--- config.mk ---
export PLATFORM = sky130hd
export DESIGN_NAME = window_gen_3x3
export DESIGN_NICKNAME = d
export VERILOG_FILES = /design/src/rtl/window_gen_3x3.sv
export SDC_FILE = /design/constraint.sdc
export NUM_CORES = 2
export LEC_CHECK = 0
export ABC_CLOCK_PERIOD_IN_PS = 4500
export BUFFER_PORTS_ARGS = -buffer_cell sky130_fd_sc_hd__buf_2
export CAP_MARGIN = 20
export CORE_MARGIN = 2
export CORE_UTILIZATION = 25
export DETAILED_ROUTE_END_ITERATION = 6
export GPL_ROUTABILITY_DRIVEN = 0
export PLACE_DENSITY_LB_ADDON = 0.08
export SYNTH_ARGS = -nofsm -noshare
export SYNTH_HDL_FRONTEND = slang
export SYNTH_SLANG_ARGS = --single-unit
--- constraint.sdc ---
create_clock -name clk -period 4.5 [get_ports clk]
set_input_delay 0.225 -clock clk [delete_from_list [all_inputs] [get_ports clk]]
set_output_delay 0.225 -clock clk [all_outputs]
set_load 0.02 [all_outputs]
--- src/rtl/window_gen_3x3.sv ---
// window_gen_3x3: streaming 3x3 neighbourhood generator.
// Two parity-indexed line buffers feed a 3-column window shift register.
module window_gen_3x3 #(
  parameter int PIX_W = 8,
  parameter int IMG_W = 256,
  parameter int IMG_H = 256
) (
  input  logic                       clk,
  input  logic                       rst_n,
  input  logic                       pad_mode,
  input  logic                       in_valid,
  output logic                       in_ready,
  input  logic [PIX_W-1:0]           in_data,
  output logic                       out_valid,
  input  logic                       out_ready,
  output logic [9*PIX_W-1:0]         win_data,
  output logic [$clog2(IMG_H)-1:0]   out_row,
  output logic [$clog2(IMG_W)-1:0]   out_col,
  output logic                       out_last
);
  localparam int CW = $clog2(IMG_W);
  localparam int RW = $clog2(IMG_H);
  localparam int IW = $clog2(IMG_H + 1);
  localparam logic [CW-1:0] C_MAX  = CW'(IMG_W - 1);
  localparam logic [RW-1:0] R_MAX  = RW'(IMG_H - 1);
  localparam logic [IW-1:0] I_LAST = IW'(IMG_H - 1);
  localparam logic [IW-1:0] I_VIRT = IW'(IMG_H);

  typedef enum logic [1:0] {IDLE, RUN, FLUSH} state_t;

  state_t state_q, state_d;
  logic start_q, start_d;
  logic [IW-1:0] ir_q, ir_d;
  logic [CW-1:0] ic_q, ic_d;
  logic pend_q, pend_d;
  logic mode_q, mode_d;
  logic [2:0][PIX_W-1:0] ct_q, ct_d;
  logic [2:0][PIX_W-1:0] cm_q, cm_d;
  logic [2:0][PIX_W-1:0] cb_q, cb_d;
  logic ov_q, ov_d;
  logic [9*PIX_W-1:0] win_q, win_d;
  logic [RW-1:0] row_q, row_d;
  logic [CW-1:0] col_q, col_d;
  logic last_q, last_d;

  logic [PIX_W-1:0] lb0_q [IMG_W];
  logic [PIX_W-1:0] lb1_q [IMG_W];

  logic slot_free, acc, vstep, step;
  logic pend_go, shift, load;
  logic [PIX_W-1:0] rd0, rd1, top_px, mid_px;
  logic [2:0][PIX_W-1:0] sh_t, sh_m, sh_b;
  logic [2:0][PIX_W-1:0] vt, vm, vb;
  logic [RW-1:0] wrow;
  logic [CW-1:0] wcol;
  logic [9*PIX_W-1:0] win_nxt;

  assign slot_free = !ov_q || out_ready;
  assign in_ready  = start_q && (state_q != FLUSH)
                   && !pend_q && slot_free;
  assign acc       = in_valid && in_ready;
  // Past the last real row, a virtual row replays the buffers.
  assign vstep     = (state_q == FLUSH) && (ir_q == I_VIRT)
                   && !pend_q && slot_free;
  assign step      = acc || vstep;
  assign pend_go   = pend_q && slot_free;
  assign shift     = step || pend_go;
  assign load      = (step && ir_q != '0 && ic_q != '0) || pend_go;

  // Row ir-2 shares parity with row ir, so it sits in the slot we write.
  assign rd0    = lb0_q[ic_q];
  assign rd1    = lb1_q[ic_q];
  assign top_px = ir_q[0] ? rd1 : rd0;
  assign mid_px = ir_q[0] ? rd0 : rd1;

  assign sh_t = {top_px, ct_q[2:1]};
  assign sh_m = {mid_px, cm_q[2:1]};
  assign sh_b = {in_data, cb_q[2:1]};

  assign wrow = pend_q ? row_q : RW'(ir_q - IW'(1));
  assign wcol = pend_q ? C_MAX : ic_q - CW'(1);

  always_comb begin
    vt = '0;
    vm = '0;
    vb = '0;
    for (int j = 0; j < 3; j++) begin
      vm[j] = sh_m[j];
      vt[j] = (wrow == '0) ?
              (mode_q ? sh_m[j] : '0) : sh_t[j];
      vb[j] = (wrow == R_MAX) ?
              (mode_q ? sh_m[j] : '0) : sh_b[j];
    end
    if (wcol == '0) begin
      vt[0] = mode_q ? vt[1] : '0;
      vm[0] = mode_q ? vm[1] : '0;
      vb[0] = mode_q ? vb[1] : '0;
    end
    if (wcol == C_MAX) begin
      vt[2] = mode_q ? vt[1] : '0;
      vm[2] = mode_q ? vm[1] : '0;
      vb[2] = mode_q ? vb[1] : '0;
    end
    win_nxt = {vb, vm, vt};
  end

  always_comb begin
    state_d = state_q;
    start_d = 1'b1;
    ir_d    = ir_q;
    ic_d    = ic_q;
    pend_d  = pend_q;
    mode_d  = mode_q;
    ct_d    = ct_q;
    cm_d    = cm_q;
    cb_d    = cb_q;
    ov_d    = ov_q && !out_ready;
    win_d   = win_q;
    row_d   = row_q;
    col_d   = col_q;
    last_d  = last_q;
    if (shift) begin
      ct_d = sh_t;
      cm_d = sh_m;
      cb_d = sh_b;
    end
    if (load) begin
      ov_d   = 1'b1;
      win_d  = win_nxt;
      row_d  = wrow;
      col_d  = wcol;
      last_d = (wrow == R_MAX) && (wcol == C_MAX);
    end
    if (step) begin
      pend_d = (ir_q != '0) && (ic_q == C_MAX);
      if (ic_q == C_MAX) begin
        ic_d = '0;
        ir_d = (ir_q == I_VIRT) ? '0 : ir_q + IW'(1);
      end else begin
        ic_d = ic_q + CW'(1);
      end
    end
    if (pend_go) pend_d = 1'b0;
    if (acc && state_q == IDLE) mode_d = pad_mode;
    unique case (state_q)
      IDLE: if (acc) state_d = RUN;
      RUN: begin
        if (acc && ir_q == I_LAST && ic_q == C_MAX)
          state_d = FLUSH;
      end
      FLUSH: begin
        if (ov_q && out_ready && last_q)
          state_d = IDLE;
      end
      default: state_d = IDLE;
    endcase
  end

  always_ff @(posedge clk or negedge rst_n) begin
    if (!rst_n) begin
      state_q <= IDLE;
      start_q <= 1'b0;
      ir_q    <= '0;
      ic_q    <= '0;
      pend_q  <= 1'b0;
      mode_q  <= 1'b0;
      ct_q    <= '0;
      cm_q    <= '0;
      cb_q    <= '0;
      ov_q    <= 1'b0;
      win_q   <= '0;
      row_q   <= '0;
      col_q   <= '0;
      last_q  <= 1'b0;
    end else begin
      state_q <= state_d;
      start_q <= start_d;
      ir_q    <= ir_d;
      ic_q    <= ic_d;
      pend_q  <= pend_d;
      mode_q  <= mode_d;
      ct_q    <= ct_d;
      cm_q    <= cm_d;
      cb_q    <= cb_d;
      ov_q    <= ov_d;
      win_q   <= win_d;
      row_q   <= row_d;
      col_q   <= col_d;
      last_q  <= last_d;
    end
  end

  always_ff @(posedge clk) begin
    if (acc && !ir_q[0]) lb0_q[ic_q] <= in_data;
    if (acc && ir_q[0])  lb1_q[ic_q] <= in_data;
  end

  assign out_valid = ov_q;
  assign win_data  = win_q;
  assign out_row   = row_q;
  assign out_col   = col_q;
  assign out_last  = last_q;
endmodule

==> results.md <==
* Layout fillers at 65000
* DR vias/cell at 4.69
* Root Buffer: clkbuf_16
* Critical Path RT at 5390 ps
* Core Box Area at 667000 sq um
* GRT Total Usage at 0.185
* Post-synth top flop: edfxtp_1
* Synth Area in Simple Gates at 0.0360
* Synth Cell Area at 167000 sq um
* Setup TNS at -191 ps
* Via count of the first global-routing pass at 93600
* Pre-CTS setup slack at -721 ps
* Synthesis warning total at 0
* CP Class: flip-flop to flip-flop
* Total gr overflow at 0
* TritonCTS clock tree: yes
* Top Ports at 104
* DRT Pass-1 Iters at 5
* Max incr delay on CP at 710 ps
* P per Cell Area at 414 nW/um^2
* HPWL after DPL at 431 mm
* Unrepaired setup endpoints after global routing: yes
* Mux contribution to synthesized area at 0.154
* Avg Cell Area, Syn at 19.7 sq um
* Yosys top cell by area: edfxtp_1
* Max-cap violations at 0
* Status: finished with violations
* Worst-Margin Slew at 1200 ps
* Min setup slack post-route at -94.6 ps
* CP arrival at 5490 ps
* Post-synthesis adder-cell area fraction at 0.000524
* Rel. slew slack at 0.190
* Crit start category: flip-flop
* Non-filler instance count after layout at 19200
* Critical-path top delay cell: dfrtp_4
* Hold Fails Final Rpt at 0
* Cell Rows at 300
* Worst-path clk slew at 60 ps
* Syn Nets at 8508
* Cts bufs inserted at 521
* Remaining antenna violation count at 0
* Delay-heaviest family, CP: simple AND/OR/NAND/NOR gates
* WHS at 176 ps
* P&R area growth vs syn at 22.6%
* Synth area leaders: edfxtp_1 (74%), mux4_2 (11%), mux2i_1 (3.6%), dfrtp_1 (2.4%), nor2_1 (1.6%)
* Max VDD drop at 0.463 mV
* Number of instances in the placed design at 18200
* Period minus WS final at 4590 ps
* First-pass GRT wire length at 861 mm
* Placed inst area at 188000 sq um
* Crit path buf inv count at 3
* Die Y at 822 microns
* Clk buf depth at 4
* Share of cells above drive strength 1 at 0.305
* Residual DRC at 0
* Netlist cell types at 83
* Final worst path period share at 1.02
* Wire per inst at 33.3 microns
* Failing checks: negative setup slack
* Crit-path cells: buf_4 > nor2b_4 > buf_4 > nand3_1 > nand4_1 > and3_4 > nand4_1 > buf_4 > nor2_1 > o21bai_1 > o21ai_0
* Final Core Density at 0.307
* Pleak at 68.6 nW
* Initial core utilization at 0.251
* Largest family of logic cells by synthesized area: multiplexers
* Clock sink count at 4256
* Post-synth EDFFs at 4096
* Final nets at 9915
* Seq cells post-synth at 4256
* Total power at 84.9 mW
* Clk Latency, worst-skew pair at 1080 ps
* DRT iter0 DRCs at 8329
* Sequential area share after synthesis at 0.760
* Clk_skew at 60.2 ps
* Most Frequent Cell on Critical Path: buf_4
* F_max at 0.218 GHz
* Slew Limit Fails at 0
* Synth top area share at 0.736
* Number of setup violations in the final report at 3
* Final WL at 641 mm
* Design area at 205000 sq um
* Mapped Cells at 8488
* Port bufs at 103
* Initial antenna violation count at 48
* Async S/R FF share, synth at 0.0376
* Die area at 675000 sq um
* DR vias at 90300
* Largest net degree at the start of global routing at 161
* Compound-Gate Fraction of Synth Area at 0.0323
* Synth Area in XOR/XNOR at 0.000629
* H-tree depth at 6
* Critical Path Sink Type: flip-flop
* Worst Path Max Fanout at 26
* Die Width at 822 microns
* Hold Crit Class: primary input to flip-flop
per-layer routing:
| metal | global-route usage | up-vias | wire, microns |
|---|---|---|---|
| li1 | - | 37700 | - |
| met2 | 0.315 | 2367 | 315000 |
| met4 | 0.0415 | 4 | 16000 |
| met1 | 0.253 | 49500 | 283000 |
| met5 | 0 | - | 26 |
| met3 | 0.0215 | 651 | 27100 |
state kept, by name, indices dropped and copies added (netlist names):
name,flops
ct_q,16
ic_q,8
ir_q,9
pend_q,1
out_last,1
out_row,8
start_q,1
cb_q,16
state_q,2
cm_q,16
out_col,8
win_data,72
lb0_q,2048
lb1_q,2048
mode_q,1
out_valid,1
worst paths after layout:
check,from,end,cells past startpoint,slack (ps)
worst min register to register,win_data[35],win_data[35],2,470
min in group asynchronous,rst_n,win_data[26],4,300
worst max register to register,ic_q[5],cm_q[17],11,-90
max in group asynchronous,rst_n,win_data[20],4,3610
worst min-delay path,out_ready,pend_q,4,180
worst max-delay path,ic_q[5],cm_q[17],11,-90
cells by family (layout without fill, tap and decap cells):
family	count (synthesis)	after routing
flops	4256	4256
other cells	1	26
buf+inv	542	2352
xor+xnor	12	12
simple gates	1390	1390
compound gates	786	786
fa+ha+maj	7	7
mux	1494	1494
placed cells by master, fill, tap and decap left out, drive strengths merged, types with 26 or more instances in the layout:
master | Yosys | final
edfxtp | 4096 | 4096
buf | 336 | 1385
mux4 | 851 | 851
nor2 | 705 | 705
clkbuf | 190 | 661
mux2i | 593 | 593
nand2 | 341 | 341
clkinv | 3 | 215
dfrtp | 160 | 160
o21ai | 139 | 139
a22oi | 131 | 131
o22ai | 125 | 125
nand3 | 111 | 111
a21oi | 84 | 84
a221oi | 72 | 72
mux2 | 50 | 50
a31oi | 46 | 46
nor3 | 44 | 44
inv | 13 | 33
a211oi | 30 | 30
bufinv | 0 | 29
and2 | 28 | 28
nor4 | 26 | 26
report_power, final:
| part | total (mW) | internal [mW] | switching [mW] |
|---|---|---|---|
| logic | 0.836 | 0.0855 | 0.751 |
| registers | 43.4 | 43.4 | 0.000123 |
| clock network | 40.7 | 23.8 | 16.9 |
worst reg2reg max path, delay by kind of cell, from the launching register on:
| kind | cells | cell delay [ps] |
|---|---|---|
| buf+inv | 3 | 1200 |
| compound gates | 2 | 300 |
| flops | 1 | 710 |
| simple gates | 6 | 2220 |
synthesized netlist by cell type (all sizes together), types with 7 or more instances:
| master | count |
|---|---|
| o31ai | 15 |
| nand3 | 111 |
| a31oi | 46 |
| xnor2 | 7 |
| mux4 | 851 |
| a211oi | 30 |
| ha | 7 |
| and2 | 28 |
| nand4 | 23 |
| or3 | 13 |
| a22oi | 131 |
| buf | 336 |
| nor2b | 17 |
| a32oi | 12 |
| edfxtp | 4096 |
| nor3 | 44 |
| nor2 | 705 |
| a21oi | 84 |
| mux2i | 593 |
| nand2 | 341 |
| mux2 | 50 |
| nor4 | 26 |
| o221ai | 21 |
| inv | 13 |
| nand2b | 23 |
| a221oi | 72 |
| a221o | 8 |
| a21o | 8 |
| o22ai | 125 |
| a22o | 11 |
| a2111oi | 17 |
| dfrtp | 160 |
| o2111ai | 7 |
| o211ai | 17 |
| o21ai | 139 |
| clkbuf | 190 |
| or4 | 10 |
| or2 | 7 |
| and3 | 15 |
layout make-up:
cell class | count | area [sq um] | area share
Inverter | 16 | 81.3 | 0.000397
Antenna cell | 25 | 62.6 | 0.000305
Clock inverter | 268 | 2230 | 0.0109
Clock buffer | 658 | 14100 | 0.0687
Tap cell | 8909 | 11100 | 0.0544
Timing Repair Buffer | 1410 | 12600 | 0.0612
Multi-Input combinational cell | 3690 | 37900 | 0.185
Sequential cell | 4256 | 127000 | 0.619
what timing repair did:
action                                  in CTS  in global routing
gates cloned                                 6                  2
pin swaps                                    9                  6
setup buffers                               25                  7
hold buffers                                17                  0
endpoints found under the setup margin      49                 18
endpoints found under the hold margin     1300                  0
gates resized for setup                     62                 22
(Power assumes the default switching activity.)
